==> src/rtl/fetch_prefetch_unit_if.sv <==
// Fetch front-end bus: instruction-memory req/ack port, decode control and the
// instruction stream handed to the IF/ID register.
interface fetch_prefetch_unit_if;
  logic        imem_req;
  logic [31:0] imem_addr;
  logic        imem_ack;
  logic [31:0] imem_rdata;
  logic        stall;
  logic        redirect;
  logic [31:0] redirect_pc;
  logic        inst_valid;
  logic [31:0] inst_out;
  logic [31:0] pc_plus4_out;

  // Fetch unit side
  modport master (
    output imem_req, imem_addr, inst_valid, inst_out, pc_plus4_out,
    input  imem_ack, imem_rdata, stall, redirect, redirect_pc
  );

  // Memory / pipeline side
  modport slave (
    input  imem_req, imem_addr, inst_valid, inst_out, pc_plus4_out,
    output imem_ack, imem_rdata, stall, redirect, redirect_pc
  );
endinterface

==> src/rtl/fetch_prefetch_unit.sv <==
// Instruction-fetch front end: owns the fetch PC, issues req/ack word fetches and
// queues {instruction, PC+4} pairs for decode; redirects flush and drop stale data.
module fetch_prefetch_unit #(
  parameter int          DEPTH    = 4,
  parameter logic [31:0] RESET_PC = 32'h0000_0000
) (
  input logic                   clk,
  input logic                   rst,
  fetch_prefetch_unit_if.master bus
);
  localparam int PW = (DEPTH > 1) ? $clog2(DEPTH) : 1;
  localparam int CW = PW + 1;
  localparam logic [CW-1:0] FULL = CW'(DEPTH);

  typedef enum logic {sFetch, sDrop} fetchState_e;

  fetchState_e    state;
  logic [31:0]    fetchPc;
  logic [31:0]    dropAddr;
  logic           reqPending;
  logic [CW-1:0]  count;
  logic [PW-1:0]  rdPtr;
  logic [PW-1:0]  wrPtr;
  logic [31:0]    instMem [DEPTH];
  logic [31:0]    pcMem   [DEPTH];

  logic           full;
  logic           push;
  logic           pop;
  logic [31:0]    pcNext;
  logic [31:0]    redirectTarget;

  assign full           = (count == FULL);
  assign pcNext         = fetchPc + 32'd4;
  assign redirectTarget = {bus.redirect_pc[31:2], 2'b00};

  // A pending request must be held through a redirect; gating with rst abandons it on reset.
  assign bus.imem_req  = rst && ((state == sDrop) || reqPending || (!full && !bus.redirect));
  assign bus.imem_addr = (state == sDrop) ? dropAddr : fetchPc;

  assign push = bus.imem_req && bus.imem_ack && (state == sFetch) && !bus.redirect;
  assign pop  = (count != '0) && !bus.stall && !bus.redirect;

  assign bus.inst_valid   = (count != '0);
  assign bus.inst_out     = instMem[rdPtr];
  assign bus.pc_plus4_out = pcMem[rdPtr];

  always_ff @(posedge clk or negedge rst) begin
    if (!rst) begin
      state      <= sFetch;
      fetchPc    <= RESET_PC;
      dropAddr   <= '0;
      reqPending <= 1'b0;
      count      <= '0;
      rdPtr      <= '0;
      wrPtr      <= '0;
    end else begin
      case (state)
        sFetch: begin
          // Redirect while the memory has not yet acked: keep the old request alive
          if (bus.redirect && bus.imem_req && !bus.imem_ack) begin
            state    <= sDrop;
            dropAddr <= fetchPc;
          end
        end
        sDrop: begin
          if (bus.imem_ack) begin
            state <= sFetch;
          end
        end
        default: state <= sFetch;
      endcase

      reqPending <= (state == sFetch) && bus.imem_req && !bus.imem_ack && !bus.redirect;

      if (bus.redirect) begin
        fetchPc <= redirectTarget;
      end else if (push) begin
        fetchPc <= pcNext;
      end

      if (bus.redirect) begin
        count <= '0;
        rdPtr <= '0;
        wrPtr <= '0;
      end else begin
        if (push) begin
          wrPtr <= wrPtr + 1'b1;
        end
        if (pop) begin
          rdPtr <= rdPtr + 1'b1;
        end
        case ({push, pop})
          2'b10:   count <= count + 1'b1;
          2'b01:   count <= count - 1'b1;
          default: count <= count;
        endcase
      end
    end
  end

  // FIFO storage, one register pair per entry
  for (genvar gi = 0; gi < DEPTH; gi++) begin : gEntry
    logic [31:0] instReg;
    logic [31:0] pcReg;
    logic        wrEn;

    assign wrEn = push && (wrPtr == PW'(gi));

    always_ff @(posedge clk or negedge rst) begin
      if (!rst) begin
        instReg <= '0;
        pcReg   <= '0;
      end else if (wrEn) begin
        instReg <= bus.imem_rdata;
        pcReg   <= pcNext;
      end
    end

    assign instMem[gi] = instReg;
    assign pcMem[gi]   = pcReg;
  end

endmodule
==> src/flat_wrapper.sv <==
// flat-port wrapper written by rule: the top's interface ports become plain ports
module fetch_prefetch_unit_flat 
#(
  parameter int          DEPTH    = 4,
  parameter logic [31:0] RESET_PC = 32'h0000_0000
)
  (clk, rst, bus_imem_req, bus_imem_addr, bus_inst_valid, bus_inst_out, bus_pc_plus4_out, bus_imem_ack, bus_imem_rdata, bus_stall, bus_redirect, bus_redirect_pc);
  fetch_prefetch_unit_if bus_i ();
  input logic clk;
  input logic rst;
  output wire logic [$bits(bus_i.imem_req)-1:0] bus_imem_req;
  output wire logic [$bits(bus_i.imem_addr)-1:0] bus_imem_addr;
  output wire logic [$bits(bus_i.inst_valid)-1:0] bus_inst_valid;
  output wire logic [$bits(bus_i.inst_out)-1:0] bus_inst_out;
  output wire logic [$bits(bus_i.pc_plus4_out)-1:0] bus_pc_plus4_out;
  input wire logic [$bits(bus_i.imem_ack)-1:0] bus_imem_ack;
  input wire logic [$bits(bus_i.imem_rdata)-1:0] bus_imem_rdata;
  input wire logic [$bits(bus_i.stall)-1:0] bus_stall;
  input wire logic [$bits(bus_i.redirect)-1:0] bus_redirect;
  input wire logic [$bits(bus_i.redirect_pc)-1:0] bus_redirect_pc;
  assign bus_imem_req = bus_i.imem_req;
  assign bus_imem_addr = bus_i.imem_addr;
  assign bus_inst_valid = bus_i.inst_valid;
  assign bus_inst_out = bus_i.inst_out;
  assign bus_pc_plus4_out = bus_i.pc_plus4_out;
  assign bus_i.imem_ack = bus_imem_ack;
  assign bus_i.imem_rdata = bus_imem_rdata;
  assign bus_i.stall = bus_stall;
  assign bus_i.redirect = bus_redirect;
  assign bus_i.redirect_pc = bus_redirect_pc;
  fetch_prefetch_unit #(.DEPTH(DEPTH), .RESET_PC(RESET_PC)) u_core (.clk(clk), .rst(rst), .bus(bus_i));
endmodule
==> config.mk <==
export PLATFORM = sky130hd
export DESIGN_NAME = fetch_prefetch_unit_flat
export DESIGN_NICKNAME = d
export VERILOG_FILES = /design/src/rtl/fetch_prefetch_unit_if.sv /design/src/rtl/fetch_prefetch_unit.sv /design/src/flat_wrapper.sv
export SDC_FILE = /design/constraint.sdc
export NUM_CORES = 1
export LEC_CHECK = 0
export CELL_PAD_IN_SITES_DETAIL_PLACEMENT = 0
export CELL_PAD_IN_SITES_GLOBAL_PLACEMENT = 2
export CORE_MARGIN = 2
export CORE_UTILIZATION = 35
export CTS_BUF_LIST = sky130_fd_sc_hd__clkbuf_16
export DETAILED_ROUTE_END_ITERATION = 6
export GPL_TIMING_DRIVEN = 0
export MAX_ROUTING_LAYER = met4
export PLACE_DENSITY = 0.72
export SLEW_MARGIN = 40
export SYNTH_ARGS = -nofsm -noshare
export SYNTH_HDL_FRONTEND = slang
export SYNTH_SLANG_ARGS = --single-unit
export TNS_END_PERCENT = 10
==> constraint.sdc <==
create_clock -name clk -period 3.3 [get_ports clk]
set_clock_uncertainty 0.1 [all_clocks]
set_input_delay 0.33 -clock clk [delete_from_list [all_inputs] [get_ports clk]]
set_output_delay 0.33 -clock clk [all_outputs]
set_load 0.1 [all_outputs]
==> results_dict.tcl <==
set metrics [dict create \
    finalInstanceArea_um2 17900 \
    finalPower_uw 17600 \
    multiInputGateArea_um2 6330 \
    rsz0062_at_grt "no" \
    tritoncts "yes" \
    hold_viol_final 0 \
    cellPowerDensity_nw_per_um2 985 \
    clk-insertion-delay-late_ps 550 \
    drive_above_1_share 0.337 \
    n_fill_cell 4033 \
    ys_ff_latch 317 \
    drt_iter0_markers 404 \
    maxCapViolCount 0 \
    cp-start-kind "flip-flop" \
    drtPass1Iterations 5 \
    crit_fanout 10 \
    synth.most_common_cell "dfrtp_1" \
    yosys.area.top_type "dfrtp_1" \
    p_switching_uw 8320 \
    hold_class "in -> reg" \
    io_buffers 159 \
    p_clk_frac 0.222 \
    synthFlopType "dfrtp_1" \
    via_count 9640 \
    ant_nets 0 \
    die_w_um 209 \
    async_flop_share 1.00 \
    run_status "completed" \
    drv_slew 0 \
    nets 1441 \
    fmaxAchievable_mhz 317 \
    synth.top_cell.area_share 0.540 \
    slew_headroom 0.478 \
    antenna_found_initial 0 \
    clk_pin_slew_ps 60 \
    setup-tns-final_ps 0 \
    p_leak_uw 0.00802 \
    coreArea_um2 41700 \
    regArea_um2 7930 \
    clockBufferDepth 3 \
    via_per_inst 4.99 \
    num_io_pins 167 \
    arrival_ps 2720 \
    placed_cell_area_um2 16600 \
    synth_cells 1154 \
    dp_cells 1859 \
    setup_viol 0 \
    peakVddDrop_mv 0.725 \
    synth_common_cells "317 x dfrtp_1, 189 x mux2_2, 165 x nand2_1, 134 x o21ai_0, 62 x mux4_2" \
    p_int_uw 9300 \
    area_growth_pct 21.8 \
    critPathCaptureType "output port" \
    p_seq_frac 0.309 \
    die_area_um2 43700 \
    htreeDepth 2 \
    clock-sinks 317 \
    grt_max_degree 74 \
    fin_crit_sh 0.956 \
    netlist_area_um2 14700 \
    ys_warn_count 0 \
    cts_made_buffers 39 \
    start_util 0.353 \
    grtUsageTotal 0.190 \
    finalWorstPathRequiredPeriod_ps 3150 \
    worst_pin_slew_ps 780 \
    routedWlPerCell_um 20.2 \
    cts_setup_buffers 0 \
    drt-total-wl_mm 39.0 \
    diodes 0 \
    drc_errors 0 \
    combinationalPowerShare 0.469 \
    dp_hpwl_mm 26.9 \
    grt_pass1_wl_mm 62.2 \
    synthTopCellsByArea "dfrtp_1 54%, mux2_2 14%, mux4_2 9.5%" \
    rows 75 \
    gp_congestion 0.775 \
    final_cells 1931 \
    required_ps 2870 \
    avgSynthCellArea_um2 12.7 \
    path_class "reg -> out" \
    fp.dieH_um 209 \
    root_buffer "clkbuf_16" \
    synth_edf_count 0 \
    power_switching_share 0.472 \
    seq_area_frac_synth 0.540 \
    yosys.cell_types.count 50 \
    grt.overflow.total 0 \
    grt_pass1_vias 10473 \
]
==> power groups by stage <==
stage	clock (uW)	combinational, uW	sequential (uW)
after floorplan	0	6990	5330
after global placement	0	8870	5480
after detailed placement	0	8350	5510
after CTS	4060	8370	5440
after global routing	4200	8670	5570
final	3910	8270	5450
==> metal layers <==
layer,track usage,up-vias,routed length [um]
met3,0.0350,60,1460
met1,0.250,4887,18200
met5,-,-,0
met2,0.304,187,18600
li1,-,4506,-
met4,0.0485,0,794
==> worst paths after layout <==
check,from,endpoint,slack [ps],cells past startpoint
setup / recovery,u_core.rdPtr[1]$_DFFE_PN0P_,bus_pc_plus4_out[11],150,4
hold / removal,bus_redirect_pc[15],u_core.fetchPc[15]$_DFFE_PN0N_,250,3
setup reg to reg,u_core.state$_DFF_PN0_,u_core.count[2]$_DFFE_PN0P_,560,10
hold reg to reg,u_core.gEntry[2].pcReg[4]$_DFFE_PN0P_,u_core.gEntry[2].pcReg[4]$_DFFE_PN0P_,370,2
max in group asynchronous,rst,u_core.fetchPc[23]$_DFFE_PN0N_,2230,5
min in group asynchronous,rst,u_core.gEntry[0].instReg[5]$_DFFE_PN0P_,490,5
==> kinds of logic (layout without fill, tap and decap cells) <==
| group | after synthesis | count (layout) | share of synthesized area |
|---|---|---|---|
| AO/OA/AOI/OAI | 150 | 150 | 0.0514 |
| XOR/XNOR | 64 | 64 | 0.0381 |
| adder cells (fa/ha/maj) | 6 | 6 | 0.00562 |
| multiplexers | 257 | 257 | 0.244 |
| other | 1 | 4 | 0.000255 |
| flip-flops | 317 | 317 | 0.540 |
| AND/OR/NAND/NOR | 262 | 262 | 0.0901 |
| buffers and inverters | 97 | 332 | 0.0307 |
==> worst max-delay path: stages, from the launching register on <==
cell	delay (ps)
dfrtp_1	320
clkbuf_1	470
clkbuf_1	590
mux4_2	360
buf_2	430
==> cells in the final DEF (no fill, tap or decap), drive strengths merged, types with 4 or more instances in the layout <==
| master | netlist | routed |
|---|---|---|
| and3 | 6 | 6 |
| xor2 | 31 | 31 |
| clkinv | 0 | 11 |
| inv | 5 | 17 |
| and4 | 7 | 7 |
| nor2 | 16 | 16 |
| mux4 | 62 | 62 |
| nor4 | 6 | 6 |
| nand2 | 169 | 169 |
| xnor2 | 33 | 33 |
| conb | 1 | 4 |
| o21ai | 147 | 147 |
| nand4 | 17 | 17 |
| mux2 | 192 | 192 |
| nand3 | 13 | 13 |
| dfrtp | 317 | 317 |
| nor3 | 11 | 11 |
| clkdlybuf4s50 | 0 | 64 |
| ha | 5 | 5 |
| buf | 54 | 155 |
| clkbuf | 38 | 81 |
==> metrics by stage <==
stage / util / hold slack, ps / worst slack (ps)
after floorplan: - / -65.6 / 28.0
after global placement: 0.407 / 356 / -12630
after detailed placement: 0.399 / 157 / -5.02
after CTS: 0.429 / 211 / 28.7
after global routing: 0.430 / 243 / 4.60
final: 0.430 / 247 / 145
==> repair_timing <==
action,CTS,global route
hold buffers,4,0
resized for setup,3,3
gates cloned,0,1
endpoints found under the setup margin,18,9
endpoints found under the hold margin,305,0
pin swaps,0,0
==> state kept, by name, summed over array words and instances (netlist names) <==
signal,cells
u_core.gEntry.pcReg,120
u_core.fetchPc,30
u_core.count,3
u_core.wrPtr,2
u_core.state,1
u_core.reqPending,1
u_core.rdPtr,2
u_core.dropAddr,30
u_core.gEntry.instReg,128
==> cell type report <==
class | instances | area share
inverter | 5 | 0.00105
tap | 539 | 0.0377
clock inverter | 26 | 0.00741
multi-input combinational | 743 | 0.353
sequential | 317 | 0.443
clock buffer | 41 | 0.0573
timing repair buffer | 168 | 0.0752
buffer | 92 | 0.0247
Power figures use the tool's default switching activity.
